### config.mk
export PLATFORM = sky130hd
export DESIGN_NAME = alarm_controller
export DESIGN_NICKNAME = d
export VERILOG_FILES = /design/src/rtl/alarm_controller.sv
export SDC_FILE = /design/constraint.sdc
export NUM_CORES = 1
export LEC_CHECK = 0
export ABC_AREA = 1
export BUFFER_PORTS_ARGS = -buffer_cell sky130_fd_sc_hd__buf_2
export CAP_MARGIN = 15
export CELL_PAD_IN_SITES_DETAIL_PLACEMENT = 1
export CELL_PAD_IN_SITES_GLOBAL_PLACEMENT = 2
export CORE_AREA = 4 4 67 69
export CTS_BUF_LIST = sky130_fd_sc_hd__clkbuf_16
export DETAILED_ROUTE_END_ITERATION = 8
export DIE_AREA = 0 0 71 73
export GPL_ROUTABILITY_DRIVEN = 0
export MAX_ROUTING_LAYER = met4
export PLACE_DENSITY_LB_ADDON = 0.05
export SLEW_MARGIN = 20
export SYNTH_ARGS = -nofsm -noshare
export SYNTH_HDL_FRONTEND = slang
export SYNTH_SLANG_ARGS = --single-unit
### constraint.sdc
create_clock -name clk -period 3.7 [get_ports clk]
set_clock_uncertainty 0.15 [all_clocks]
set_input_delay 0.74 -clock clk [delete_from_list [all_inputs] [get_ports clk]]
set_output_delay 0.74 -clock clk [all_outputs]
set_load 0.05 [all_outputs]
### src/rtl/alarm_controller.sv
// Intrusion alarm sequencer: DISARMED -> EXIT -> ARMED -> ENTRY -> ALARM, timed by a tick prescaler.
// Define ALARM_MEMORY_EN to latch alarm_mem on ALARM entry until the next accepted arm.
//
// state    | meaning
// DISARMED | idle, alert ignored, waits for arm
// EXIT     | exit delay, beeping, alert ignored
// ARMED    | watching alert
// ENTRY    | entry delay, beeping, waiting for disarm
// ALARM    | siren on for SIREN_TIME ticks
module alarm_controller #(
    parameter int TICK_DIV    = 1000,
    parameter int EXIT_DELAY  = 30,
    parameter int ENTRY_DELAY = 15,
    parameter int SIREN_TIME  = 180
) (
    input  logic       clk,
    input  logic       rst,
    input  logic       alert,
    input  logic       arm,
    input  logic       disarm,
    output logic       siren,
    output logic       armed,
    output logic       beep,
    output logic [2:0] state,
    output logic       alarm_mem
);

    localparam int MAX_EE    = (EXIT_DELAY > ENTRY_DELAY) ? EXIT_DELAY : ENTRY_DELAY;
    localparam int MAX_DELAY = (MAX_EE > SIREN_TIME) ? MAX_EE : SIREN_TIME;
    localparam int PW        = $clog2(TICK_DIV);
    localparam int TW        = $clog2(MAX_DELAY + 1);

    localparam logic [PW-1:0] PRESC_MAX = PW'(TICK_DIV - 1);
    localparam logic [TW-1:0] EXIT_TC   = TW'(EXIT_DELAY - 1);
    localparam logic [TW-1:0] ENTRY_TC  = TW'(ENTRY_DELAY - 1);
    localparam logic [TW-1:0] SIREN_TC  = TW'(SIREN_TIME - 1);

    localparam logic [2:0] S_DISARMED = 3'd0;
    localparam logic [2:0] S_EXIT     = 3'd1;
    localparam logic [2:0] S_ARMED    = 3'd2;
    localparam logic [2:0] S_ENTRY    = 3'd3;
    localparam logic [2:0] S_ALARM    = 3'd4;

    logic [PW-1:0] presc;
    logic [TW-1:0] tick_cnt;
    logic          tick;
    logic          timed;
    logic          delay_state;
    logic          changing;
    logic [2:0]    state_nxt;

    assign tick        = (presc == PRESC_MAX);
    assign timed       = (state == S_EXIT) || (state == S_ENTRY) || (state == S_ALARM);
    assign delay_state = (state == S_EXIT) || (state == S_ENTRY);
    assign changing    = (state_nxt != state);

    always_comb begin
        state_nxt = state;
        case (state)
            S_DISARMED: if (arm && !disarm) state_nxt = S_EXIT;
            S_EXIT: begin
                if (disarm) state_nxt = S_DISARMED;
                else if (tick && tick_cnt == EXIT_TC) state_nxt = S_ARMED;
            end
            S_ARMED: begin
                if (disarm) state_nxt = S_DISARMED;
                else if (alert) state_nxt = S_ENTRY;
            end
            S_ENTRY: begin
                if (disarm) state_nxt = S_DISARMED;
                else if (tick && tick_cnt == ENTRY_TC) state_nxt = S_ALARM;
            end
            S_ALARM: begin
                if (disarm) state_nxt = S_DISARMED;
                else if (tick && tick_cnt == SIREN_TC) state_nxt = S_ARMED;
            end
            default: state_nxt = S_DISARMED;
        endcase
    end

    // Counters idle at zero outside timed states so they start clean on entry.
    always_ff @(posedge clk) begin
        if (rst) begin
            state    <= S_DISARMED;
            presc    <= '0;
            tick_cnt <= '0;
            siren    <= 1'b0;
            armed    <= 1'b0;
            beep     <= 1'b0;
        end else begin
            state <= state_nxt;
            if (changing || !timed) begin
                presc    <= '0;
                tick_cnt <= '0;
            end else if (tick) begin
                presc    <= '0;
                tick_cnt <= tick_cnt + 1'b1;
            end else begin
                presc <= presc + 1'b1;
            end
            siren <= (state_nxt == S_ALARM);
            armed <= (state_nxt == S_ARMED) || (state_nxt == S_ENTRY) || (state_nxt == S_ALARM);
            if (changing)
                beep <= (state_nxt == S_EXIT) || (state_nxt == S_ENTRY);
            else if (delay_state)
                beep <= tick ? ~beep : beep;
            else
                beep <= 1'b0;
        end
    end

`ifdef ALARM_MEMORY_EN
    always_ff @(posedge clk) begin
        if (rst)
            alarm_mem <= 1'b0;
        else if (state == S_DISARMED && state_nxt == S_EXIT)
            alarm_mem <= 1'b0;
        else if (state != S_ALARM && state_nxt == S_ALARM)
            alarm_mem <= 1'b1;
    end
`else
    assign alarm_mem = 1'b0;
`endif

endmodule

==> metrics.md, run 1 <==
| Metric | Value |
|---|---|
| Root buffer cell | `clkbuf_16` |
| Buf/Inv on CP | `1` |
| Antenna-violating nets left | `0` |
| Ys async rst share | `0` |
| Period utilization | `0.5228` |
| Die W | `71 um` |
| Compound-Gate Fraction of Synth Area | `0.06047` |
| TritonCTS clock tree | `done` |
| Core area | `3914 um2` |
| Delay-heaviest family, CP | `simple AND/OR/NAND/NOR gates` |
| Clk sink count | `24` |
| Flops & latches, synth | `24` |
| DR pass1 iterations | `4` |
| Switching pwr | `between 100 and 150 uW` |
| Routed WL | `2787 um` |
| Sw frac | `0.2037` |
| Max-Cap Viols | `0` |
| Clock latency on the worst-skew pair | `around 0.25 ns` |
| Leak | `0.0006044 uW` |
| Outcome | `complete, no violations` |
| Worst Hold Class | `flop to flop` |
| Final count of negative-setup-slack endpoints | `0` |
| Critical path class | `flop to flop` |
| Routed len/inst | `roughly 11 um` |
| Cell chain of the critical path | `ha_1 -> nand2_2 -> nor2_2 -> nand3_4 -> o21ai_0 -> nand2_1 -> o21ai_1 -> inv_1 -> nand4_2 -> nand2_1 -> nand2_1 -> nor2_2` |
| Share of cells above drive strength 1 | `0.1759` |
| Layout area overhead | `13.40%` |
| Final hold vios | `0` |
| Core Util, Final | `0.3897` |
| Combinational power share | `0.049` |
| Post-Synth Adder-Cell Area | `0.03721` |
| Fin nets | `210` |
| Most frequently used flop master after synthesis | `dfxtp_1` |
| Syn_nets | `196` |
| Number of cells on the worst reg-to-reg path | `12` |
| Worst r2r src | `presc[0]$_SDFF_PP0_` |
| Hold-fix buffers at CTS | `0` |
| Share of total power in sequential cells | `0.508` |
| Drt drc | `0` |
| Mux share of post-synthesis cell area | `0` |
| Worst setup startpoint | `presc[0]$_SDFF_PP0_` |
| Hold Path Depth | `1` |
| Worst Setup Start Kind | `flop` |
| CP Depth | `12` |
| Yosys cell types | `27` |
| Min cycle time layout | `1.934 ns` |
| Largest family of logic cells by synthesized area | `simple AND/OR/NAND/NOR gates` |
| Die H | `73 um` |
| Reg2Reg Setup Slack | `around 1.8 ns` |
| Max stage delay cell, worst path | `dfxtp_1` |
| Initial antenna violation count | `0` |
| Total CTS buffers | `3` |
| Setup TNS | `0 ns` |
| Fmax | `between 0.5 and 0.6 GHz` |
| Cts repair resizes | `0` |
| Max clock buf depth | `2` |
| Mapped Area | `1345 um2` |
| Total gr overflow | `0` |
| Most used cell, CP | `nand2_1` |
| Largest net degree at the start of global routing | `13` |
| Max-slew violation count | `0` |
| Internal power | `410.0 uW` |
| DP Wirelength | `2342 um` |
| Clock power share | `0.443` |
| Pwr Density | `approximately 340 nW/um2` |
| # IOs | `12` |
| Crit-path max FO | `9` |
| Number of inserted diodes | `0` |
| Vias in the first global route | `1211` |
| Clock-pin slew on the worst setup and hold paths | `0.06 ns` |
| Die area | `roughly 5200 um2` |
| Initial Utilization | `0.3437` |
| Post-CTS Setup Bufs | `0` |
| Unrepaired setup endpoints after global routing | `no` |
| Vias/cell | `4.731` |
| Final Worst Setup Slack | `1.766 ns` |
| Synth Area in XOR/XNOR | `0.03907` |
| GRT Util Overall | `0.1240` |
| First-pass GRT wire length | `roughly 5000 um` |
| CP Capture Point | `beep$_SDFFE_PP0P_` |
| CP endpoint kind | `flop` |
| Post-place setup slack | `1.615 ns` |
| IO buf count | `10` |
| Via Count | `1178` |
| Syn Area/Cell | `7.193 um2` |
| Sequential share of the synthesized area | `0.3572` |
| Peak supply drop | `251.3 uV` |
| Worst EP required | `roughly 3.7 ns` |
| WP data arrival | `1.93 ns` |
| Rows | `23` |
| Slowest stage delay, CP | `0.35 ns` |
| Drt initial violations | `35` |
| Post-synth EDFFs | `0` |
| Mapped Cells | `187` |
| Crit Reg-Reg Endpoint | `beep$_SDFFE_PP0P_` |
| YS warnings | `0` |
| H-tree depth | `1` |
| Simple-Gate Fraction of Synth Area | `0.4112` |
[final cells by class]
cell class | instances | area [um2]
Timing Repair Buffer | 10 | 50.05
Inverter | 31 | 116.4
Tap cell | 50 | 62.56
Multi-Input combinational cell | 131 | 740.7
Clock buffer | 3 | 75.07
Sequential cell | 24 | 480.5
Fill cell | 536 | 2389
[power groups by stage]
stage          registers, uW  logic (uW)  clock network [uW]
6_report                 262        25.2                 228
5_1_grt                  262        28.0                 251
4_1_cts                  262        25.8                 237
3_5_place_dp             268        25.8                   0
3_3_place_gp             268        24.8                   0
2_1_floorplan            272        14.6                   0
[per-stage QoR]
| step | power, uW | cell area, um2 | hold slack [ns] | instances |
|---|---|---|---|---|
| after floorplan | 286.6 | 1345 | 0.2679 | 187 |
| after global placement | 292.4 | 1450 | 0.2879 | 246 |
| after detailed placement | 293.3 | 1450 | 0.2941 | 246 |
| after CTS | 524.9 | 1525 | 0.3027 | 249 |
| after global routing | 541.1 | 1525 | 0.3216 | 249 |
| final | 514.9 | 1525 | 0.2941 | 249 |
[per-layer routing]
layer	global-route usage	vias to the layer above	share of wire
li1	-	607	-
met1	0.1372	558	0.46
met2	0.2204	8	0.51
met3	0.02617	5	0.022
met4	0.04384	0	0.016
met5	-	-	0
[Yosys cell counts (3+ instances only)]
master,n,share of area
nand2_1,26,0.073
nand4_1,5,0.023
xor2_1,5,0.033
nor2_4,4,0.033
nor2_1,38,0.11
nand3_1,7,0.026
nor3_1,7,0.026
ha_1,4,0.037
nor3b_2,3,0.028
dfxtp_1,24,0.36
nand2_2,4,0.019
o21ai_0,4,0.015
inv_1,31,0.087
o21ai_1,3,0.011
a21oi_1,6,0.022
nor2_2,4,0.019
[flip-flops by register name, summed over array words and instances (netlist names)]
name / count
beep: 1
state: 3
siren: 1
presc: 10
tick_cnt: 8
armed: 1
[worst min path at each step]
stage	end	startpoint
floorplan	presc[0]$_SDFF_PP0_	presc[0]$_SDFF_PP0_
global placement	presc[0]$_SDFF_PP0_	presc[0]$_SDFF_PP0_
detailed placement	presc[0]$_SDFF_PP0_	presc[0]$_SDFF_PP0_
CTS	presc[0]$_SDFF_PP0_	presc[0]$_SDFF_PP0_
global route	presc[0]$_SDFF_PP0_	presc[0]$_SDFF_PP0_
finish	presc[0]$_SDFF_PP0_	presc[0]$_SDFF_PP0_
[cell families after synthesis]
logic type,Yosys count
AOI/OAI and AO/OA,15
xor gates and xnor gates,6
adders and majority gates,4
buffers and inverters,32
DFF,24
other,1
and+or+nand+nor,105
[layout by cell type, fill, tap and decap left out]
| master | count |
|---|---|
| nor2_1 | 38 |
| inv_1 | 31 |
| nand2_1 | 26 |
| dfxtp_1 | 24 |
| buf_2 | 10 |
| nand3_1 | 7 |
| nor3_1 | 7 |
| a21oi_1 | 6 |
| xor2_1 | 5 |
| nand4_1 | 5 |
| nand2_2 | 4 |
| nor2_2 | 4 |
| nor2_4 | 4 |
| o21ai_0 | 4 |
| ha_1 | 4 |
| o21ai_1 | 3 |
| nor3b_2 | 3 |
| clkbuf_16 | 3 |
| nand3_4 | 2 |
| nand3_2 | 1 |
| nand4_2 | 1 |
| nand3b_1 | 1 |
| o21ai_2 | 1 |
| and3_2 | 1 |
| xnor2_1 | 1 |
| or2_2 | 1 |
| a211oi_1 | 1 |
| conb_1 | 1 |
No activity file was read; power rests on OpenSTA's default activity.
==> run 2, diff against run 1 <==
ABC_AREA = 0   (was 1)
CORE_AREA = 4 4 70 72   (was 4 4 67 69)
DIE_AREA = 0 0 74 76   (was 0 0 71 73)
clock period = 1.55 ns   (was 3.7 ns; I/O delays follow)
==> run 2 against run 1 <==
  * The flow now finishes with violations (setup timing)
  * Maximum frequency rose by 2.0%
  * First-iteration DRC count fell by 43%
  * Critical path depth fell by 4
  * Total power rose by 150%
  * Worst setup slack got worse by 2.1 ns
  * Core utilization rose by 6.9 points
==> metrics.md, run 2 <==
| Metric | Value |
|---|---|
| Post-synth top area cell | `dfxtp_1 (unchanged)` |
| Flops & latches, synth | `24 (unchanged)` |
| Initial antenna violation count | `0 (unchanged)` |
| Vias/cell | `5.073 (was 4.731)` |
| Leak | `0.0008045 uW (was 0.0006044 uW)` |
| Max reg flops | `10 (unchanged)` |
| Ys async rst share | `0 (unchanged)` |
| Clk sink count | `24 (unchanged)` |
| Clock latency on the worst-skew pair | `0.26 ns (was 0.25 ns)` |
| Hold-fix buffers at CTS | `0 (unchanged)` |
| Commonest non-fill, non-tap cell in the layout | `buf_4 (was nor2_1)` |
| Drt drc | `0 (unchanged)` |
| Largest net degree at the start of global routing | `19 (was 13)` |
| TritonCTS clock tree | `done (unchanged)` |
| Most frequent cells in the layout | `buf_4, nor2_1, dfxtp_1 (was nor2_1, inv_1, nand2_1)` |
| WP data arrival | `1.94 ns (was 1.93 ns)` |
| Crit-path max FO | `3 (was 9)` |
| Peak supply drop | `288.1 uV (was 251.3 uV)` |
| Largest Register | `presc (unchanged)` |
| Via Count | `1319 (was 1178)` |
| H-tree depth | `1 (unchanged)` |
| Power, Total | `1280 uW (was 514.9 uW)` |
| Die area | `5624 um2 (was 5183 um2)` |
| Worst Setup Start Kind | `flop (unchanged)` |
| Mapped Area | `1333 um2 (was 1345 um2)` |
| Final Worst Setup Slack | `-0.3471 ns (was 1.766 ns)` |
| Total gr overflow | `0 (unchanged)` |
| Commonest cells post-synth | `dfxtp_1, nor2_1, nand2_1, nor3_1, xor2_1 (was nor2_1, inv_1, nand2_1, dfxtp_1)` |
| Unrepaired setup endpoints after global routing | `yes (was no)` |
| Initial Utilization | `0.3103 (was 0.3437)` |
| Max-slew violation count | `0 (unchanged)` |
| Core area | `4294 um2 (was 3914 um2)` |
| Fin nets | `218 (was 210)` |
| Clock-pin slew on the worst setup and hold paths | `0.06 ns (about the same)` |
| Top cell type's share of synthesized area | `0.3606 (was 0.3572)` |
| Failing checks | `setup timing` |
| Most frequently used flop master after synthesis | `dfxtp_1 (unchanged)` |
| Final instance area | `1968 um2 (was 1525 um2)` |
| Period utilization | `1.224 (was 0.5228)` |
| Syn_nets | `161 (was 196)` |
| Fill cells | `504 (was 536)` |
| Die H | `76 um (was 73 um)` |
| Routed len/inst | `14.85 um (was 11.19 um)` |
| Share of cells above drive strength 1 | `0.4135 (was 0.1759)` |
| First-pass GRT wire length | `6610 um (was 5043 um)` |
| Pwr Density | `650.1 nW/um2 (was 337.6 nW/um2)` |
| DP Wirelength | `2946 um (was 2342 um)` |
| # IOs | `12 (unchanged)` |
| Worst EP required | `1.59 ns (was 3.70 ns)` |
| Max clock buf depth | `2 (unchanged)` |
| Post-synth EDFFs | `0 (unchanged)` |
| Final hold vios | `0 (unchanged)` |
| Max-Cap Viols | `0 (unchanged)` |
| Vias in the first global route | `1463 (was 1211)` |
| Layout area overhead | `47.70% (was 13.40%)` |
| Root buffer cell | `clkbuf_16 (unchanged)` |
| Routed WL | `3860 um (was 2787 um)` |
| Count leader, synth | `dfxtp_1 (was nor2_1)` |
| DR pass1 iterations | `3 (was 4)` |
| Yosys cell types | `40 (was 27)` |
| Total CTS buffers | `3 (unchanged)` |
| GRT Util Overall | `0.1536 (was 0.1240)` |
| Critical path class | `flop to flop (unchanged)` |
| Syn Area/Cell | `8.767 um2 (was 7.193 um2)` |
| Final count of negative-setup-slack endpoints | `24 (was 0)` |
| Sequential share of the synthesized area | `0.3606 (was 0.3572)` |
| Post-DP Area | `1754 um2 (was 1450 um2)` |
| Drt initial violations | `20 (was 35)` |
| Rows | `24 (was 23)` |
| Top post-synthesis cells by area | `dfxtp_1, nor2_1, xor2_1 (was dfxtp_1, nor2_1, inv_1)` |
| IO buf count | `10 (unchanged)` |
| YS warnings | `0 (unchanged)` |
| CP endpoint kind | `flop (unchanged)` |
| Mapped Cells | `152 (was 187)` |
| Worst Hold Class | `input port to flop (was flop to flop)` |
| Number of inserted diodes | `0 (unchanged)` |
| Outcome | `complete, but fails checks (was complete, no violations)` |
| Min cycle time layout | `1.897 ns (was 1.934 ns)` |
| Fmax | `0.5271 GHz (was 0.5170 GHz)` |
| Die W | `74 um (was 71 um)` |
| Antenna-violating nets left | `0 (unchanged)` |
| Largest registers | `presc x10, tick_cnt x8, state x3 (unchanged)` |
-- run 2: cell types whose count changed in the layout (fill, tap and decap cells not counted), sizes merged, moves of 3 or more --
cell,delta
buf,+49
inv,-27
nand2,-20
nand3,-4
nor2,-24
nor4b,+3
xnor2,+4
xor2,+4
-- run 2: final cells by class --
cell class	count	area (um2)	share of cell area
inverters	4	15.01	0.007629
flip-flops and latches	24	491.7	0.2498
repair buffers	61	474.2	0.2409
multi-input cells	115	843.3	0.4285
clock inverters	1	3.754	0.001907
clock buffers	3	75.07	0.03814
well taps	52	65.06	0.03306
-- run 2: per-stage QoR --
stage	std cells	setup TNS (ns)	utilization	hold WS [ns]	setup WS [ns]
CTS	258	-7.341	0.4508	0.2325	-0.3517
floorplan	152	-7.245	-	0.2922	-0.4115
detailed placement	247	-8.347	0.4085	0.3845	-0.4200
global placement	247	-7.066	0.4085	0.3722	-0.3409
finish	260	-7.035	0.4583	0.2284	-0.3471
global route	260	-9.384	0.4583	0.2568	-0.4700
-- run 2: path summary, 6_finish.rpt --
path                                     startpoint                  end  slack (ns)  cells past startpoint
worst max-delay path            presc[0]$_SDFF_PP0_    beep$_SDFFE_PP0P_       -0.35                      8
worst min-delay path                         disarm  state[1]$_SDFF_PP0_        0.23                      3
worst max register to register  presc[0]$_SDFF_PP0_    beep$_SDFFE_PP0P_       -0.35                      8
worst min register to register  presc[0]$_SDFF_PP0_  presc[0]$_SDFF_PP0_        0.40                      2
-- run 2: timing repair --
| item | CTS | global route |
|---|---|---|
| buffers inserted | 7 | 2 |
| endpoints found under the setup margin | 24 | 26 |
| pin swaps | 7 | 5 |
| gates resized for setup | 12 | 5 |
-- run 2: cell families (layout without fill, tap and decap cells) --
| family | after synthesis | after routing | share of synthesized area |
|---|---|---|---|
| flip-flops | 24 | 24 | 0.3606 |
| AND/OR/NAND/NOR | 71 | 71 | 0.2902 |
| other | 1 | 1 | 0.002814 |
| AO/OA/AOI/OAI | 23 | 23 | 0.1333 |
| buffers and inverters | 13 | 69 | 0.06854 |
| XOR/XNOR | 14 | 14 | 0.09202 |
| multiplexers | 2 | 2 | 0.01502 |
| adder cells (fa/ha/maj) | 4 | 4 | 0.03756 |
-- run 2: where the power goes --
group | internal, uW | switching, uW
logic | 39.3 | 47.6
clock network | 345 | 225
registers | 618 | 4.06
total | 1000 | 277
-- run 2: worst max-delay path, cell delays in order (launching register included) --
cell and delay, ns:
dfxtp_2 0.35, ha_4 0.15, nand4b_4 0.11, nor4b_4 0.25, buf_4 0.17, a31oi_4 0.09
buf_6 0.14, o211ai_1 0.20, mux2i_1 0.20
-- run 2: layer usage --
metal  vias to the layer above  routed length, um  GRT usage
met5                         -                  0          -
met4                         0                112    0.06522
met3                        10                118    0.02770
met2                        20               2103     0.2784
met1                       639               1526     0.1564
li1                        650                  -          -
==> run 3, diff against run 2 <==
--- a/config.mk
+++ b/config.mk
@@ -18,4 +18,3 @@
 export MAX_ROUTING_LAYER = met4
-export PLACE_DENSITY_LB_ADDON = 0.05
-export SLEW_MARGIN = 20
+export PLACE_DENSITY = 0.79
 export SYNTH_ARGS = -nofsm -noshare
--- a/constraint.sdc
+++ b/constraint.sdc
@@ -4,2 +4,2 @@
 set_output_delay 0.31 -clock clk [all_outputs]
-set_load 0.05 [all_outputs]
+set_load 0.02 [all_outputs]
==> run 3 against run 2 <==
  * The flow still finishes with violations (setup timing)
  * Register-to-register slack is essentially flat
  * Cell area shrank 0.19%
  * Worst setup slack better by 0.0074 ns
  * Via count fell by 2.9%
  * Global-route usage up 0.29 points
  * Die area is the same
  * Non-clock buffer count did not move
  * Count of clock-buffer cells in the layout unchanged
  * Maximum frequency rose by 0.39%
  * Total power shrank 0.73%
  * Wire length is 4.4% higher
==> metrics.md, run 3 (synthesized netlist as in run 2, its figures left out) <==
| Metric | Value |
|---|---|
| Delay-heaviest family, CP | `simple AND/OR/NAND/NOR gates (unchanged)` |
| Cell total after placement | `249 (was 247)` |
| H-tree depth | `1 (unchanged)` |
| Max-slew violation count | `0 (unchanged)` |
| Largest net degree at the start of global routing | `19 (unchanged)` |
| Commonest non-fill, non-tap cell in the layout | `buf_4 (unchanged)` |
| Share of total power in sequential cells | `0.491 (was 0.486)` |
| Initial Utilization | `0.3103 (unchanged)` |
| Pwr Density | `646.6 nW/um2 (was 650.1 nW/um2)` |
| Final hold vios | `0 (unchanged)` |
| Largest Register | `presc (unchanged)` |
| Drt initial violations | `33 (was 20)` |
| First-pass GRT wire length | `6720 um (was 6610 um)` |
| Footprint of the multi-input gates | `858.3 um2 (was 843.3 um2)` |
| Most frequent cells in the layout | `buf_4, nor2_1, dfxtp_1 (unchanged)` |
| Outcome | `complete, but fails checks (unchanged)` |
| Core area | `4294 um2 (unchanged)` |
| Drt drc | `0 (unchanged)` |
| Layout area overhead | `47.42% (was 47.70%)` |
| CP Depth | `8 (unchanged)` |
| Clock-pin slew on the worst setup and hold paths | `0.06 ns (about the same)` |
| # IOs | `12 (unchanged)` |
| Slowest stage delay, CP | `0.35 ns (about the same)` |
| Final count of negative-setup-slack endpoints | `24 (unchanged)` |
| GRT Util Overall | `0.1565 (was 0.1536)` |
| Hold Path Depth | `3 (unchanged)` |
| Sequential cell area | `490.5 um2 (was 491.7 um2)` |
| Peak supply drop | `384.5 uV (was 288.1 uV)` |
| Routed WL | `4029 um (was 3860 um)` |
| Clock latency on the worst-skew pair | `0.26 ns (about the same)` |
| Fill cells | `513 (was 504)` |
| Crit-path max FO | `18 (was 3)` |
| Hold Path Sink | `state[0]$_SDFF_PP0_ (was state[1]$_SDFF_PP0_)` |
| IO buf count | `10 (unchanged)` |
| Sw frac | `0.2116 (was 0.2163)` |
| Min cycle time layout | `1.890 ns (was 1.897 ns)` |
| Cell chain of the critical path | `ha_4 -> nand4b_4 -> nor4b_4 -> buf_4 -> a31oi_4 -> o2111ai_4 -> buf_12 -> nor3_1 (was ha_4 -> nand4b_4 -> nor4b_4 -> buf_4 -> a31oi_4 -> buf_6 -> o211ai_1 -> mux2i_1)` |
| Final instance area | `1964 um2 (was 1968 um2)` |
| Crit Reg-Reg Endpoint | `presc[5]$_SDFF_PP0_ (was beep$_SDFFE_PP0P_)` |
| Critical path class | `flop to flop (unchanged)` |
| Via Count | `1281 (was 1319)` |
| DR pass1 iterations | `3 (unchanged)` |
| Max-Cap Viols | `0 (unchanged)` |
| Worst EP required | `1.54 ns (was 1.59 ns)` |
| Die area | `5624 um2 (unchanged)` |
| Leak | `0.0008091 uW (was 0.0008045 uW)` |
| Max reg flops | `10 (unchanged)` |
| Initial antenna violation count | `0 (unchanged)` |
| Clk sink count | `24 (unchanged)` |
| Die W | `74 um (unchanged)` |
| Switching pwr | `268.8 uW (was 276.7 uW)` |
| TritonCTS clock tree | `done (unchanged)` |
| Unrepaired setup endpoints after global routing | `yes (unchanged)` |
| Rows | `24 (unchanged)` |
| Reg2Reg Setup Slack | `-0.34 ns (was -0.35 ns)` |
| Routed len/inst | `15.50 um (was 14.85 um)` |
| Min Hold Slack | `0.2215 ns (was 0.2284 ns)` |
| Combinational power share | `0.059 (was 0.068)` |
| Worst r2r src | `presc[1]$_SDFF_PP0_ (was presc[0]$_SDFF_PP0_)` |
| Number of cells on the worst reg-to-reg path | `8 (unchanged)` |
| Cell Count, Final, Fillers Out | `260 (unchanged)` |
| Period utilization | `1.219 (was 1.224)` |
| Vias in the first global route | `1420 (was 1463)` |
| Worst Setup Start Kind | `flop (unchanged)` |
| Antenna-violating nets left | `0 (unchanged)` |
| Clock power share | `0.450 (was 0.446)` |
| Failing checks | `setup timing (unchanged)` |
| Share of cells above drive strength 1 | `0.4375 (was 0.4135)` |
| Max clock buf depth | `2 (unchanged)` |
| Number of inserted diodes | `0 (unchanged)` |
| WP data arrival | `1.88 ns (was 1.94 ns)` |
| Fmax | `0.5292 GHz (was 0.5271 GHz)` |
| Total CTS buffers | `3 (unchanged)` |
| Total gr overflow | `0 (unchanged)` |
| Internal power | `1001 uW (was 1003 uW)` |
| Root buffer cell | `clkbuf_16 (unchanged)` |
| Max stage delay cell, worst path | `dfxtp_2 (unchanged)` |
| DP Wirelength | `2865 um (was 2946 um)` |
| Buf/Inv on CP | `2 (unchanged)` |
| Hold wc startpoint | `rst (was disarm)` |
| Worst Hold Class | `input port to flop (unchanged)` |
| Largest registers | `presc x10, tick_cnt x8, state x3 (unchanged)` |
| Die H | `76 um (unchanged)` |
| CP endpoint kind | `flop (unchanged)` |
| Fin nets | `218 (unchanged)` |
| Post-DP Area | `1744 um2 (was 1754 um2)` |
| Vias/cell | `4.927 (was 5.073)` |
| Final Worst Setup Slack | `-0.3397 ns (was -0.3471 ns)` |
-- run 3: power by group through the flow --
stage / clock (uW) / combinational, uW / sequential, uW
after global placement: 0 / 69.0 / 637
final: 572 / 74.9 / 623
after detailed placement: 0 / 71.1 / 637
after global routing: 630 / 81.7 / 623
after floorplan: 0 / 37.6 / 639
after CTS: 588 / 73.5 / 623
-- run 3: worst max-delay path by stage --
stage	from	to	slack [ns]
floorplan	presc[0]$_SDFF_PP0_	tick_cnt[0]$_SDFFE_PP0P_	-0.41
global placement	tick_cnt[0]$_SDFFE_PP0P_	presc[1]$_SDFF_PP0_	-0.30
detailed placement	tick_cnt[1]$_SDFFE_PP0P_	presc[1]$_SDFF_PP0_	-0.42
CTS	tick_cnt[1]$_SDFFE_PP0P_	presc[1]$_SDFF_PP0_	-0.33
global route	presc[1]$_SDFF_PP0_	presc[9]$_SDFF_PP0_	-0.43
finish	presc[1]$_SDFF_PP0_	presc[5]$_SDFF_PP0_	-0.34
-- run 3: per-stage QoR --
step	utilization	TNS, ns	worst slack (ns)	power, uW
2_1_floorplan	-	-7.239	-0.4116	676.5
3_3_place_gp	0.4062	-6.187	-0.2955	705.9
3_5_place_dp	0.4062	-8.455	-0.4177	708.4
4_1_cts	0.4484	-6.688	-0.3327	1284
5_1_grt	0.4575	-9.022	-0.4298	1334
6_report	0.4575	-7.000	-0.3397	1270
-- run 3: layout make-up --
| cell class | count | area share |
|---|---|---|
| inverters | 4 | 0.007643 |
| multi-input cells | 115 | 0.4369 |
| repair buffers | 61 | 0.2325 |
| well taps | 52 | 0.03312 |
| clock inverters | 1 | 0.001911 |
| clock buffers | 3 | 0.03822 |
| flip-flops and latches | 24 | 0.2497 |
-- run 3: metal layers --
layer	GRT usage	wire (um)	up-vias
li1	-	-	643
met1	0.1778	1734	611
met2	0.2695	2078	18
met3	0.02639	126	9
met4	0.05616	89	0
met5	-	0	-
-- run 3: worst reg2reg max path, stage by stage, from the launching register on --
cell	delay [ns]
dfxtp_2	0.35
ha_4	0.15
nand4b_4	0.12
nor4b_4	0.23
buf_4	0.18
a31oi_4	0.11
o2111ai_4	0.23
buf_12	0.18
nor3_1	0.06
-- run 3: timing repair --
item                                    CTS  global route
hold buffers                              0             0
buffers inserted                          7             2
endpoints found under the setup margin   24            24
resized for setup                        17             7
pin swaps                                 5             7
